$ cat config.mk
export PLATFORM = sky130hd
export DESIGN_NAME = debounce_bank
export DESIGN_NICKNAME = d
export VERILOG_FILES = /design/src/rtl/debounce_bank.sv
export SDC_FILE = /design/constraint.sdc
export NUM_CORES = 1
export LEC_CHECK = 0
export CAP_MARGIN = 20
export CORE_ASPECT_RATIO = 0.7
export CORE_MARGIN = 2
export CORE_UTILIZATION = 55
export DETAILED_ROUTE_END_ITERATION = 12
export GPL_ROUTABILITY_DRIVEN = 0
export HOLD_SLACK_MARGIN = 0.05
export PLACE_DENSITY = 0.8
export SKIP_CTS_REPAIR_TIMING = 1
export SYNTH_ARGS = -nofsm -noshare
export SYNTH_HDL_FRONTEND = slang
export SYNTH_SLANG_ARGS = --single-unit
$ cat constraint.sdc
create_clock -name i_Clk -period 2.4 [get_ports i_Clk]
set_input_delay 0.48 -clock i_Clk [delete_from_list [all_inputs] [get_ports i_Clk]]
set_output_delay 0.48 -clock i_Clk [all_outputs]
set_load 0.05 [all_outputs]
$ cat src/rtl/debounce_bank.sv
// debounce_bank: NUM_CHANNELS independent debounce filters with rise/fall pulses and press toggle.
// Ports: i_Clk, i_Reset (sync, active-high), i_Bouncy -> o_Debounced, o_Rise, o_Fall, o_Toggle. Macro: DEBOUNCE_SYNC_EN.
module debounce_bank #(
  parameter int NUM_CHANNELS   = 4,
  parameter int DEBOUNCE_LIMIT = 250000,
  parameter bit RESET_LEVEL    = 1'b0
) (
  input  logic                    i_Clk,
  input  logic                    i_Reset,
  input  logic [NUM_CHANNELS-1:0] i_Bouncy,
  output logic [NUM_CHANNELS-1:0] o_Debounced,
  output logic [NUM_CHANNELS-1:0] o_Rise,
  output logic [NUM_CHANNELS-1:0] o_Fall,
  output logic [NUM_CHANNELS-1:0] o_Toggle
);

  localparam int CW_RAW = $clog2(DEBOUNCE_LIMIT + 1);
  localparam int CW     = (CW_RAW < 1) ? 1 : CW_RAW;
  localparam logic [CW-1:0] LIM_M1 = CW'(DEBOUNCE_LIMIT - 1);
  localparam logic [NUM_CHANNELS-1:0] RST_VEC = {NUM_CHANNELS{RESET_LEVEL}};

  logic [NUM_CHANNELS-1:0] samp;

`ifdef DEBOUNCE_SYNC_EN
  logic [NUM_CHANNELS-1:0] meta_q;
  logic [NUM_CHANNELS-1:0] sync_q;

  always_ff @(posedge i_Clk) begin
    if (i_Reset) begin
      meta_q <= RST_VEC;
      sync_q <= RST_VEC;
    end else begin
      meta_q <= i_Bouncy;
      sync_q <= meta_q;
    end
  end

  assign samp = sync_q;
`else
  assign samp = i_Bouncy;
`endif

  logic [CW-1:0]           cnt_q [NUM_CHANNELS];
  logic [CW-1:0]           cnt_d [NUM_CHANNELS];
  logic [NUM_CHANNELS-1:0] deb_q, deb_d;
  logic [NUM_CHANNELS-1:0] rise_q, rise_d;
  logic [NUM_CHANNELS-1:0] fall_q, fall_d;
  logic [NUM_CHANNELS-1:0] tog_q, tog_d;

  // Any agreeing sample restarts the count; the
  // DEBOUNCE_LIMIT-th differing sample is accepted.
  always_comb begin
    deb_d  = deb_q;
    rise_d = '0;
    fall_d = '0;
    // Toggle follows the registered rise pulse,
    // so it flips one cycle after o_Rise.
    tog_d  = tog_q ^ rise_q;
    for (int i = 0; i < NUM_CHANNELS; i++) begin
      cnt_d[i] = '0;
      if (samp[i] != deb_q[i]) begin
        if (cnt_q[i] == LIM_M1) begin
          deb_d[i]  = samp[i];
          rise_d[i] = samp[i];
          fall_d[i] = ~samp[i];
        end else begin
          cnt_d[i] = cnt_q[i] + CW'(1);
        end
      end
    end
  end

  always_ff @(posedge i_Clk) begin
    if (i_Reset) begin
      for (int i = 0; i < NUM_CHANNELS; i++) begin
        cnt_q[i] <= '0;
      end
      deb_q  <= RST_VEC;
      rise_q <= '0;
      fall_q <= '0;
      tog_q  <= '0;
    end else begin
      for (int i = 0; i < NUM_CHANNELS; i++) begin
        cnt_q[i] <= cnt_d[i];
      end
      deb_q  <= deb_d;
      rise_q <= rise_d;
      fall_q <= fall_d;
      tog_q  <= tog_d;
    end
  end

  assign o_Debounced = deb_q;
  assign o_Rise      = rise_q;
  assign o_Fall      = fall_q;
  assign o_Toggle    = tog_q;

endmodule

# [Word level (Yosys, flattened, before mapping)]
# Memories as Yosys holds them, arrays and structs flattened.
# Cells that the tools add are included.
[word_totals] register_bits=16 ram_bits=72 inputBits=6 output_inout_bits=16 word_cells=66 mem_count=1
[op_classes] addsub=4 n_eq_ne=8 n_mux=15 bitwise=17 n_reduce_logical=8
[memory_table] name="cnt_q" words=4 width=18 rd=4 rd_ports_with_merged_regs=0 wr=4 line="43" source="logic [CW-1:0] cnt_q [NUM_CHANNELS];"
[op_table] cell="two-way mux 18 bit" n=12
[op_table] cell="adder 18 x 1 -> 18 bit (second input constant)" n=4
[op_table] cell="== test 18 bit (second input constant)" n=4
[op_table] cell="inverter 1 bit" n=12
[op_table] cell="OR reduction 3 bit" n=4
[op_table] cell="AND reduction 2 bit" n=4
[op_table] cell="inequality test 1 bit" n=4
[op_table] cell="OR 1 bit" n=4
[op_table] cell="bitwise XOR 4 bit" n=1
[op_table] cell="two-way mux 1 bit" n=3

# [Depth between registers and ports, before layout]
# Gate-level depths: netlist of the first run.
[logic_depth] word_depth=4 ltp_mapped=7 depth_no_buf=5

# [Worst setup path before layout of the first run]
# OpenSTA, ideal clock, no wires.
[synth_path] path_type="register to register" from="mem cnt_q[1][0] (netlist bit)" to="mem cnt_q[1][10] (netlist bit)" setup_time_ns=0.117 arrival_ns=1.778 required_ns=2.283 setup_slack_ns=0.504 stages_incl_launch_ff=7 n_path_buf=1 synth_period_minus_slack_ns=1.896 path_cell_list="dfxtp_1 > ha_1 > nand3_1 > or4b_4 > o31ai_4 > buf_2 > nor2_1"
[synth_lines] element="from (decl)" line="43"

==> impl_metrics.yaml, run 1 <==
synth:
  netlist_area_um2: 3890
  synth_cell_types: 46
  ys_seq_area_frac: 0.452
  yosysWarningCount: 0
  yosys.area_share.simple: 0.324
  synth_edf_count: 0
  synth_cells: 432
  muxShareOfSynthArea: 0.00257
  ys_ff_latch: 88
  avgSynthCellArea_um2: 9.02
  synth_nets: 442
  synthAdderAreaFrac: 0.0128
  synth_xor_area_frac: 0.139
  synth_compound_area_frac: 0.0501
  synthArstFlopShare: 0
  synth_top_family_by_area: "simple AND/OR/NAND/NOR gates"
  ys.flop_type: "dfxtp_1"
setup_path:
  endpoint_kind: "flop"
  cp_max_fo: 4
  critPathRequiredTime_ns: 2.66
  startpoint_type: "flop"
  r2r-start: "cnt_q[1][0]"
  r2r-end: "o_Fall[1]"
  r2r_cells: 5
  r2r_slack_ns: 0.30
  path_class: "flop to flop"
  worst_ep_arrival_time_ns: 2.36
timing:
  fin_ws_ns: 0.297
  finalSetupViolations: 0
  worst_clock_skew_ns: 0.0134
  min_period_ns: 2.10
  post-route-period-util: 0.876
  rsz0062_at_grt: "false"
  worstMarginPinSlew_ns: 0.515
  fmax_mhz: 476
  finalSetupTns_ns: 0
  drv_slew: 0
  slew_headroom: 0.653
  final-hold-violation-count: 0
job:
  cap_violations: 0
drt:
  routed_wl_um: 7740
  drc: 0
  ant_nets: 0
  vias: 3131
  wire_per_inst_um: 13.7
  firstDrtPassIters: 7
  drt_iter0_markers: 114
  via_per_inst: 5.55
finish:
  fill_cells: 563
  nets: 475
  final_cell_mix: "dfxtp_1, nor2_1, xnor2_1"
  final_common_cell: "dfxtp_1"
  final_layout_size_suffix_gt1_frac: 0.0851
  syn2layout_area_growth_pct: 15.0
  diodes: 0
  final_cell_area_um2: 4480
grt:
  grt_pass1_vias: 2890
  grt_max_degree: 19
  grt_pass1_wl_um: 13300
  grt.overflow.total: 0
  antenna_found_initial: 0
  track_usage: 0.210
placement:
  dpl_cell_area_um2: 4250
  pre_cts_ws_ns: 0.222
  dp_hpwl_um: 5460
  port_buffers: 21
run_status:
  status: "finished clean"
clock_tree:
  clockBufferDepth: 2
  cts-root-buf: "clkbuf_8"
  path_clk_slew_ns: 0.10
  clock_sinks: 88
  cts-htree-levels: 3
  cts_made_buffers: 9
  cts_tree: "done"
  clkLatencyLatePin_ns: 0.36
die:
  dieArea_um2: 7780
  rows: 25
  die-width_um: 105
  coreArea_um2: 6820
  start_util: 0.571
  io_pins: 22
  fp.dieH_um: 74.4
min_path:
  hold_path_end: "cnt_q[0][0]"
  hp-start: "cnt_q[0][0]"
  holdPathStages: 1
  hold_path_class: "flop to flop"
power:
  p_per_area_nw_per_um2: 597
  p_leak_nw: 1.36
  peakVddDrop_uv: 325
## cell families (layout without fill, tap and decap cells)
kind of cell | count (synthesis) | in the layout
mux | 1 | 1
flops | 88 | 88
compound gates | 30 | 30
buf+inv | 17 | 55
fa+ha+maj | 4 | 4
xor+xnor | 62 | 62
simple gates | 230 | 230
## cell usage after synthesis, drive strengths merged, types with 2 or more instances
library cell  number  area share
inv                9      0.0087
xor2              17       0.038
and3               7       0.011
or3b               2      0.0045
nand2b             5      0.0080
or4                7       0.015
a21oi             13       0.018
nand2             21       0.020
and4               7       0.016
or2                2      0.0032
or3                9       0.016
nor4bb             2      0.0051
nor2              71       0.068
o31ai              5       0.013
dfxtp             88        0.45
xnor2             45        0.10
ha                 4       0.013
buf                4      0.0058
clkbuf             4      0.0039
nor4              25       0.042
nand4             17       0.033
nor3              17       0.022
o21ai             12       0.019
nand3             31       0.043
## routing by layer
layer	vias up	wire length, um	GRT usage
met2	67	3480	0.341
met5	-	0	0
met1	1455	3830	0.280
met3	6	353	0.0570
li1	1603	-	-
met4	0	77	0.0607
## worst max-delay path: stages (launching register included)
cell	delay (ns)
dfxtp_1	0.39
ha_1	0.25
nand3_1	0.16
or4b_4	0.57
or3_1	0.39
nor4_2	0.24
## how the worst max path moves through the flow
stage | slack [ns] | to | from
floorplan | 0.50 | cnt_q[1][10] | cnt_q[1][0]
global placement | 0.26 | cnt_q[3][7] | cnt_q[3][15]
global route | 0.20 | o_Rise[1] | cnt_q[1][0]
CTS | 0.21 | cnt_q[3][10] | cnt_q[3][15]
detailed placement | 0.22 | cnt_q[3][10] | cnt_q[3][14]
finish | 0.30 | o_Fall[1] | cnt_q[1][0]
## registers in the layout (all words and copies together), names as in the netlist
register,count
cnt_q,72
o_Toggle,4
o_Fall,4
o_Rise,4
o_Debounced,4
## per-stage QoR
| step | utilization | hold slack (ns) | cells | power [W] |
|---|---|---|---|---|
| after floorplan | - | 0.426 | 432 | 0.00155 |
| after global placement | 0.623 | 0.444 | 547 | 0.00157 |
| after detailed placement | 0.623 | 0.450 | 547 | 0.00157 |
| after CTS | 0.656 | 0.472 | 563 | 0.00270 |
| after global routing | 0.657 | 0.506 | 564 | 0.00276 |
| final | 0.657 | 0.472 | 564 | 0.00267 |
## area by class of cell
class | instances | area (um^2) | area share
Timing Repair Buffer | 30 | 278 | 0.0620
Tap cell | 94 | 118 | 0.0263
Multi-Input combinational cell | 327 | 2060 | 0.460
Clock inverter | 7 | 103 | 0.0229
Clock buffer | 9 | 124 | 0.0277
Sequential cell | 88 | 1760 | 0.393
Inverter | 9 | 33.8 | 0.00754
## report_power, final
group	total, W	internal (W)	leakage (nW)	switching [W]
sequential	0.00147	0.00147	0.710	0.00000770
clock	0.00114	0.000597	0.110	0.000538
combinational	0.0000660	0.0000260	0.535	0.0000400
total	0.00267	0.00209	1.36	0.000586
(Power assumes the default switching activity.)
==> inputs of run 2 (changes only) <==
--- a/config.mk
+++ b/config.mk
@@ -9,6 +9,7 @@
 export CORE_ASPECT_RATIO = 0.7
 export CORE_MARGIN = 2
 export CORE_UTILIZATION = 55
+export CTS_BUF_LIST = sky130_fd_sc_hd__clkbuf_4
 export DETAILED_ROUTE_END_ITERATION = 12
 export GPL_ROUTABILITY_DRIVEN = 0
 export HOLD_SLACK_MARGIN = 0.05
==> constraint.sdc (replaced) <==
create_clock -name i_Clk -period 2.4 [get_ports i_Clk]
set_input_delay 0.24 -clock i_Clk [delete_from_list [all_inputs] [get_ports i_Clk]]
set_output_delay 0.24 -clock i_Clk [all_outputs]
set_load 0.05 [all_outputs]
==> impl_metrics.yaml, run 2 (synthesized netlist as in run 1, its figures left out) <==
setup_path:
  endpoint_kind: "flop"
  critPathRequiredTime_ns: 2.76
  cp_max_fo: 4
  startpoint_type: "flop"
  worst_ep_arrival_time_ns: 2.39
  path_class: "flop to flop"
drt:
  ant_nets: 0
  drt_iter0_markers: 119
  routed_wl_um: 7680
  firstDrtPassIters: 4
  via_per_inst: 5.57
  wire_per_inst_um: 13.7
  vias: 3111
  drc: 0
grt:
  grt.overflow.total: 0
  grt_pass1_vias: 2855
  track_usage: 0.214
  grt-busiest-layer: "met2"
  met1_usage: 0.269
  grt_use_met3: 0.0824
  antenna_found_initial: 0
  grt_max_degree: 18
  grtUsageMet2: 0.348
  grt_pass1_wl_um: 13200
timing:
  slew_headroom: 0.610
  rsz0062_at_grt: "false"
  worst_clock_skew_ns: 0.0106
  drv_slew: 0
  post-route-period-util: 0.850
  worstMarginPinSlew_ns: 0.579
  finalSetupViolations: 0
  holdWs_ns: 0.454
  final-hold-violation-count: 0
  finalSetupTns_ns: 0
  min_period_ns: 2.04
  fmax_mhz: 490
finish:
  final_cell_mix: "dfxtp_1, nor2_1, xnor2_1"
  syn2layout_area_growth_pct: 11.4
  nets: 470
  final_layout_size_suffix_gt1_frac: 0.0667
  top_register: "cnt_q"
  final_common_cell: "dfxtp_1"
  diodes: 0
  largest_reg_flops: 72
clock_tree:
  path_clk_slew_ns: 0.12
  cts_made_buffers: 9
  cts-root-buf: "clkbuf_4"
  clkLatencyLatePin_ns: 0.44
  clockBufferDepth: 2
  cts-htree-levels: 3
  cts_tree: "done"
  clock_sinks: 88
placement:
  dp_hpwl_um: 5470
  port_buffers: 21
die:
  rows: 25
  start_util: 0.571
  dieArea_um2: 7780
  io_pins: 22
  fp.dieH_um: 74.4
  die-width_um: 105
  coreArea_um2: 6820
run_status:
  status: "finished clean"
power:
  peakVddDrop_uv: 342
  p_per_area_nw_per_um2: 535
  p_leak_nw: 1.29
min_path:
  hold_path_class: "input port to flop"
job:
  cap_violations: 0
run 2: cell count changes in the layout (fill, tap and decap cells not counted), sizes merged:
cell      before  now
buf            9    4
bufinv         2    1
clkbuf         9   10
clkinv         2    5
clkinvlp       1    0
inv           11    9
run 2: power breakdown:
group | switching [W] | internal, W
Combinational | 0.0000408 | 0.0000250
Clock | 0.000466 | 0.000315
Sequential | 0.00000758 | 0.00147
Total | 0.000514 | 0.00181
run 2: worst paths after layout:
kind,start,endpoint,slack (ns),cells after the start
setup / recovery,cnt_q[1][0],o_Fall[1],0.36,5
hold / removal,i_Bouncy[2],o_Rise[2],0.45,3
setup reg to reg,cnt_q[1][0],o_Fall[1],0.36,5
hold reg to reg,cnt_q[0][0],cnt_q[0][0],0.48,1
run 2: critical path: stages (launching register included):
cell	delay, ns
dfxtp_1	0.39
ha_1	0.24
nand3_1	0.14
or4b_4	0.57
or3_1	0.38
nor4_2	0.24
run 2: layout make-up:
cell class,instances,area (um^2)
fill,609,2480
clock inverter,6,50.0
multi-input combinational,327,2060
tap,94,118
clock buffer,10,75.1
inverter,9,33.8
timing repair buffer,25,240
sequential,88,1760
run 2: metrics by stage:
stage,instance area (um^2),setup WS (ns),power (W),util,instances
6_report,4340,0.361,0.00232,0.637,559
5_1_grt,4340,0.243,0.00242,0.637,559
4_1_cts,4340,0.339,0.00234,0.637,559
3_5_place_dp,4220,0.369,0.00157,0.618,543
3_3_place_gp,4220,0.466,0.00157,0.618,543
2_1_floorplan,3890,0.504,0.00155,-,432
run 2: routing by layer:
metal  up-vias  share of wire
met1      1467           0.50
met2        44           0.45
met5         -              0
li1       1596              -
met4         0         0.0068
met3         4          0.042
